==> src/rtl/mul_sequencer.sv <==
// Iterative 32-cycle shift-add multiplier for the RV32M MUL instruction.
// Holds the pipeline stall line while the loop runs and pulses done with the low product.
module mul_sequencer (
  input  logic        clk,
  input  logic        reset,
  input  logic        start,
  input  logic [31:0] instruction,
  input  logic [31:0] operand_a,
  input  logic [31:0] operand_b,
  output logic        stall,
  output logic        busy,
  output logic        done,
  output logic [31:0] result
);

  localparam int unsigned W  = 32;
  localparam int unsigned CW = 5;

  typedef enum logic [1:0] {
    S_IDLE = 2'd0,
    S_RUN  = 2'd1,
    S_DONE = 2'd2
  } state_t;

  state_t         state;
  state_t         state_nxt;
  logic           accept;
  logic [W-1:0]   a_q;
  logic [W-1:0]   b_q;
  logic [W-1:0]   acc_q;
  logic [W-1:0]   acc_next;
  logic [CW-1:0]  count_q;
  logic           last_iter;
  logic           unused_instr_bits;

  // Only the R-type MUL encoding (funct7=1, funct3=0) starts a multiply.
  assign accept = start
               && (instruction[6:0]   == 7'b0110011)
               && (instruction[31:25] == 7'b0000001)
               && (instruction[14:12] == 3'b000);

  assign unused_instr_bits = ^{instruction[24:15], instruction[11:7]};

  assign acc_next  = acc_q + (b_q[0] ? a_q : W'(0));
  assign last_iter = (count_q == CW'(W - 1));

  // State register
  always_ff @(posedge clk) begin
    if (reset) begin
      state <= S_IDLE;
    end else begin
      state <= state_nxt;
    end
  end

  // Next-state logic
  always_comb begin
    state_nxt = state;
    case (state)
      S_IDLE:  if (accept) state_nxt = S_RUN;
      S_RUN:   if (last_iter) state_nxt = S_DONE;
      S_DONE:  state_nxt = S_IDLE;
      default: state_nxt = S_IDLE;
    endcase
  end

  // Output decode; stall must rise in the accept cycle itself
  always_comb begin
    stall = 1'b0;
    busy  = 1'b0;
    done  = 1'b0;
    case (state)
      S_IDLE:  stall = accept;
      S_RUN: begin
        stall = 1'b1;
        busy  = 1'b1;
      end
      S_DONE:  done = 1'b1;
      default: ;
    endcase
  end

  // Shift-add datapath; result is loaded on the last iteration so it is valid during DONE
  always_ff @(posedge clk) begin
    if (reset) begin
      a_q     <= '0;
      b_q     <= '0;
      acc_q   <= '0;
      count_q <= '0;
      result  <= '0;
    end else begin
      case (state)
        S_IDLE: begin
          if (accept) begin
            a_q     <= operand_a;
            b_q     <= operand_b;
            acc_q   <= '0;
            count_q <= '0;
          end
        end
        S_RUN: begin
          acc_q   <= acc_next;
          a_q     <= a_q << 1;
          b_q     <= b_q >> 1;
          count_q <= count_q + CW'(1);
          if (last_iter) result <= acc_next;
        end
        default: ;
      endcase
    end
  end

endmodule

==> config.mk <==
export PLATFORM = sky130hd
export DESIGN_NAME = mul_sequencer
export DESIGN_NICKNAME = d
export VERILOG_FILES = /design/src/rtl/mul_sequencer.sv
export SDC_FILE = /design/constraint.sdc
export NUM_CORES = 1
export LEC_CHECK = 0
export ABC_AREA = 1
export BUFFER_PORTS_ARGS = -buffer_cell sky130_fd_sc_hd__buf_2
export CAP_MARGIN = 40
export CORE_ASPECT_RATIO = 2
export CORE_MARGIN = 3
export CORE_UTILIZATION = 25
export CTS_CLUSTER_DIAMETER = 60
export DETAILED_ROUTE_END_ITERATION = 6
export PLACE_DENSITY_LB_ADDON = 0.12
export SETUP_SLACK_MARGIN = 0.3
export SLEW_MARGIN = 20
export SYNTH_ARGS = -nofsm -noshare
export SYNTH_HDL_FRONTEND = slang
export SYNTH_SLANG_ARGS = --single-unit
==> constraint.sdc <==
create_clock -name clk -period 2.9 [get_ports clk]
set_clock_uncertainty 0.2 [all_clocks]
set_input_delay 0.87 -clock clk [delete_from_list [all_inputs] [get_ports clk]]
set_output_delay 0.87 -clock clk [all_outputs]
set_load 0.02 [all_outputs]
# [Yosys cells after proc, flatten, opt, wreduce, memory -nomap -nowiden]
# Index checks and enable logic that the tools add are counted.
[totals] register_bits=135 latch_bits=0 ramBits=0 romBits=0 out_inout_bits=35 elab_cells=39 mem_count=0
[op_classes] add_sub_neg=2 n_mul=0 div=0 n_lt_le_gt_ge=0 eq_ne=7 shifts=0 n_mux=15 bitwise=0 n_reduce_logical=9
[ops] op="32-bit case mux with 2 select lines" count=3
[ops] op="32-bit two-way mux" count=4
[ops] op="32-bit adder" count=1
[ops] op="5-bit case mux with 2 select lines" count=1
[ops] op="7-bit by 1-bit == test with 1-bit output, second input constant" count=1
[ops] op="7-bit by 6-bit == test with 1-bit output, second input constant" count=1
[ops] op="2-bit AND reduction" count=3
[ops] op="5-bit by 1-bit adder with 5-bit output, second input constant" count=1
[ops] op="5-bit == test, second input constant" count=1
[ops] op="5-bit two-way mux" count=1
[ops] op="2-bit two-way mux" count=2
[ops] op="2-bit != test, second input constant" count=2
[ops] op="2-bit case mux with 2 select lines" count=1
[ops] op="1-bit logical AND" count=3
[ops] op="3-bit logical NOT" count=1
[ops] op="2-bit by 1-bit == test with 1-bit output, second input constant" count=1
[ops] op="2-bit == test, second input constant" count=1
[ops] op="2-bit logical NOT" count=1
[ops] op="1-bit two-way mux" count=2
[ops] op="1-bit case mux with 2 select lines" count=1
[ops] op="2-bit nonzero test" count=1

# [Longest topological paths before layout]
[depth] ltp_word=6 ltp_mapped=19 mapped_depth_nobuf=17

# [Worst setup path before layout]
# Ideal clock, no wire load.
[synth_path] path_kind="in2out" from="in instruction[31]" to="out stall" arrival_ns=1.655 t_required_ns=1.830 slack_ns=0.175 path_stages=4 n_path_buf=1 cell_sequence="nor4_1 -> nand4_1 -> nand2_1 -> buf_2"
[synth_via] elab_chain_cells=4
[synth_lines] item="from (decl)" line_no="7" text="input logic [31:0] instruction,"
[synth_lines] item="7-bit by 1-bit == test with 1-bit output" line_no="39" text="&& (instruction[31:25] == 7'b0000001)"
[synth_lines] item="1-bit logical AND" line_no="39"
[synth_lines] item="1-bit logical AND" line_no="40" text="&& (instruction[14:12] == 3'b000);"
[synth_lines] item="1-bit case mux with 2 select lines" line_no="72" text="case (state)"
[synth_lines] item="to (decl)" line_no="10" text="output logic stall,"
# Every way passes these cells.

# [Worst setup path after layout]
[layout_path] from="in instruction[6]" to="out stall"
[layout_via] elab_chain_cells=5
[layout_lines] item="7-bit by 6-bit == test with 1-bit output" line_no="38" text="&& (instruction[6:0] == 7'b0110011)"
[layout_lines] item="1-bit logical AND" line_no="38"
[layout_lines] item="1-bit logical AND" line_no="39"
[layout_lines] item="1-bit logical AND" line_no="40"
[layout_lines] item="1-bit case mux with 2 select lines" line_no="72"
# Every way passes these cells.

==> run summary <==
cells on worst reg2reg path: 15
I/O Pins: 134
Die Ht: 265.5 um
Tmin final: 2.788 ns
grt total ovfl: 0
Max Cap Viol: 0
hold path cells: 2
cell count after synthesis: 1400
f_max: 0.3586 GHz
clock slew at the register clock pins of the worst setup and hold paths: 0.06 ns
Antenna Nets Post-Route: 0
largest net degree at the start of global routing: 99
Final Cycle Share: 0.9615
die width: 135.7 um
area share of the largest cell type after synthesis: 0.3211
Max-slew headroom: 0.3498
Crit path largest cell delay: 0.29 ns
slowest CP cell: nor4_1
FP Rows: 94
dpl cells: 1898
top post-synthesis cells by area: dfxtp_1 (32%), nand2_1 (27%), nand3_1 (8.1%), inv_1 (7.8%), a21oi_1 (7.6%)
final setup vio count: 0
die area: 36040 um^2
area grow syn2layout: 34.64%
vias per inst: 4.513
post-synthesis cell type count: 32
nets: 1644
#FFs+latches synth: 135
overall routed net length: 31130 um
share of layout cells above drive strength 1: 0.2444
Clock Tree Buf Depth: 2
Yosys warning count: 0
EDFF count, synth: 0
DRC: 0
Port Buffers: 118
wire per inst: 15.93 um
max-slew violations: 0
Reg2Reg Capture Point: result[20]$_SDFFE_PP0P_
Vias: 8819
first-pass GRT wire length: 44820 um
fin util: 0.3429
R2R Path Start: b_q[0]$_SDFFE_PP0P_
Primary FF master, synth: dfxtp_1
post-synthesis sequential area ratio: 0.3211
VDD IR max: 0.0003940 V
Pwr per Cell Area: 352.3 nW/um^2
root buffer cell: clkbuf_16
Arrival @ worst endpoint: 1.72 ns
register-to-register setup slack: 0.37 ns
vias in the first global route: 8718
total track usage: 0.1582
RSZ-0062 raised after global routing: yes
outcome: complete, no violations
Hold WC Path Type: reg -> reg
core area: 33050 um^2
htree depth: 4
post-DP HPWL: 19820 um
Worst Hold End: result[9]$_SDFFE_PP0P_
CP Launch Type: input port
maximum fanout along the worst path: 2
P_leak: 5.515 nW
Synth area leader: dfxtp_1
hold-fix buffers at CTS: 0
CP Capture Type: primary output
most frequent cell after synthesis: nand2_1
Final Hold Fails: 0
initial antenna violation count: 0
Worst Path Required: 1.83 ns
Iter 0 DRT Violations: 386
CTS tree: yes
Non-Filler Instances: 1954
mapped cell area: 8417 um^2
Crit Path Class: in -> out
CTS sink cnt: 135
TritonCTS Buffers: 17
n_diodes: 0
Net Count, Synth: 1533
HP Start: result[9]$_SDFFE_PP0P_
Starting Density: 0.2547
synth cell count leaders: nand2_1 (595), inv_1 (174), nand3_1 (136), dfxtp_1 (135), a21oi_1 (128)
crit-path cells: buf_2, nor4_1, nand4_1, nand2_2, buf_6
Clock Latency Late Sink: 0.45 ns
Least-Margin Pin Slew: 0.9754 ns
Post-synth ARST share: 0
sum of buffers and inverters on the critical path: 2
critical path's top delay family: simple AND/OR/NAND/NOR gates
syn_area_per_cell: 6.012 um^2
GPL Wtd Cong: 0.8498
DR pass1 iterations: 4
final cells by class:
cell class / instances / area (um^2)
inverters: 178 / 670.6
clock inverters: 4 / 22.52
clock buffers: 26 / 479.2
repair buffers: 162 / 1267
fillers: 3641 / 21720
multi-input cells: 1017 / 5645
well taps: 432 / 540.5
flip-flops and latches: 135 / 2706
worst min-delay path: cells and delay by family (launching register included):
kind	cells	cell delay [ns]
AOI/OAI and AO/OA	1	0.05
DFF	1	0.30
and+or+nand+nor	1	0.06
cell families (layout without fill, tap and decap cells):
group / count (synthesis) / count (layout) / share of synthesized area
AND/OR/NAND/NOR: 801 / 801 / 0.3859
buffers and inverters: 248 / 370 / 0.1183
AO/OA/AOI/OAI: 166 / 166 / 0.1066
flip-flops: 135 / 135 / 0.3211
adder cells (fa/ha/maj): 34 / 34 / 0.05144
XOR/XNOR: 16 / 16 / 0.01665
flip-flops by register name (all words and copies together), names as in the netlist:
register  flops
a_q          32
result       32
count_q       5
state         2
acc_q        32
b_q          32
cell usage in the layout (no fill, tap or decap), types with 5 or more instances in the layout:
master and n:
nand2_1 553, o21a_1 11, nand2_4 5, a21oi_1 94, nor2_1 31, buf_4 20, o21bai_1 10, ha_4 16
nor2_2 11, ha_1 13, nor2_4 7, buf_6 13, o21ai_0 12, clkbuf_16 27, nand3_1 83, buf_2 111
inv_1 170, a21oi_2 33, inv_2 6, nand3_2 49, nand3b_1 6, clkbuf_1 7, nand2_2 37, xor2_1 12
dfxtp_1 134
per-stage QoR:
step	hold WS (ns)	setup TNS (ns)	power [mW]	setup WS [ns]	instance area, um^2
after floorplan	0.2367	0	1.960	0.2682	8429
after global placement	0.2485	-0.002685	2.045	-0.002685	9399
after detailed placement	0.2527	-0.008945	2.045	-0.008945	9399
after CTS	0.2619	0	4.064	0.1021	10040
after global routing	0.2733	0	4.142	0.05397	11330
final	0.2608	0	3.992	0.1117	11330
worst max-delay path by stage:
stage | from | to | slack [ns] | cells after the start
global placement | instruction[3] | stall | -0.003 | 5
finish | instruction[6] | stall | 0.11 | 5
global route | instruction[27] | stall | 0.05 | 5
floorplan | instruction[3] | stall | 0.27 | 4
CTS | instruction[2] | stall | 0.10 | 5
detailed placement | instruction[3] | stall | -0.009 | 5
report_power, final:
part	internal (mW)	total, mW	switching [mW]
clock	1.12	1.98	0.857
sequential	1.85	1.85	0.00000636
combinational	0.0688	0.159	0.0900
total	3.04	3.99	0.947
layer usage:
| layer | vias to the layer above | part of all wire | GRT usage | wire [um] |
|---|---|---|---|---|
| met5 | - | 0 | 0 | 0 |
| met4 | 0 | 0.022 | 0.05836 | 696 |
| met3 | 34 | 0.029 | 0.02877 | 915 |
| met2 | 130 | 0.54 | 0.2949 | 16950 |
| met1 | 4073 | 0.40 | 0.1758 | 12560 |
| li1 | 4582 | - | - | - |
what timing repair did:
action                                  4_1_cts  5_1_grt
pin swaps                                     9       54
setup buffers                                 6        3
resized for setup                            25      208
gates cloned                                  0       17
endpoints found under the setup margin       25      120
Note: power is estimated with default switching activity, not from simulation.
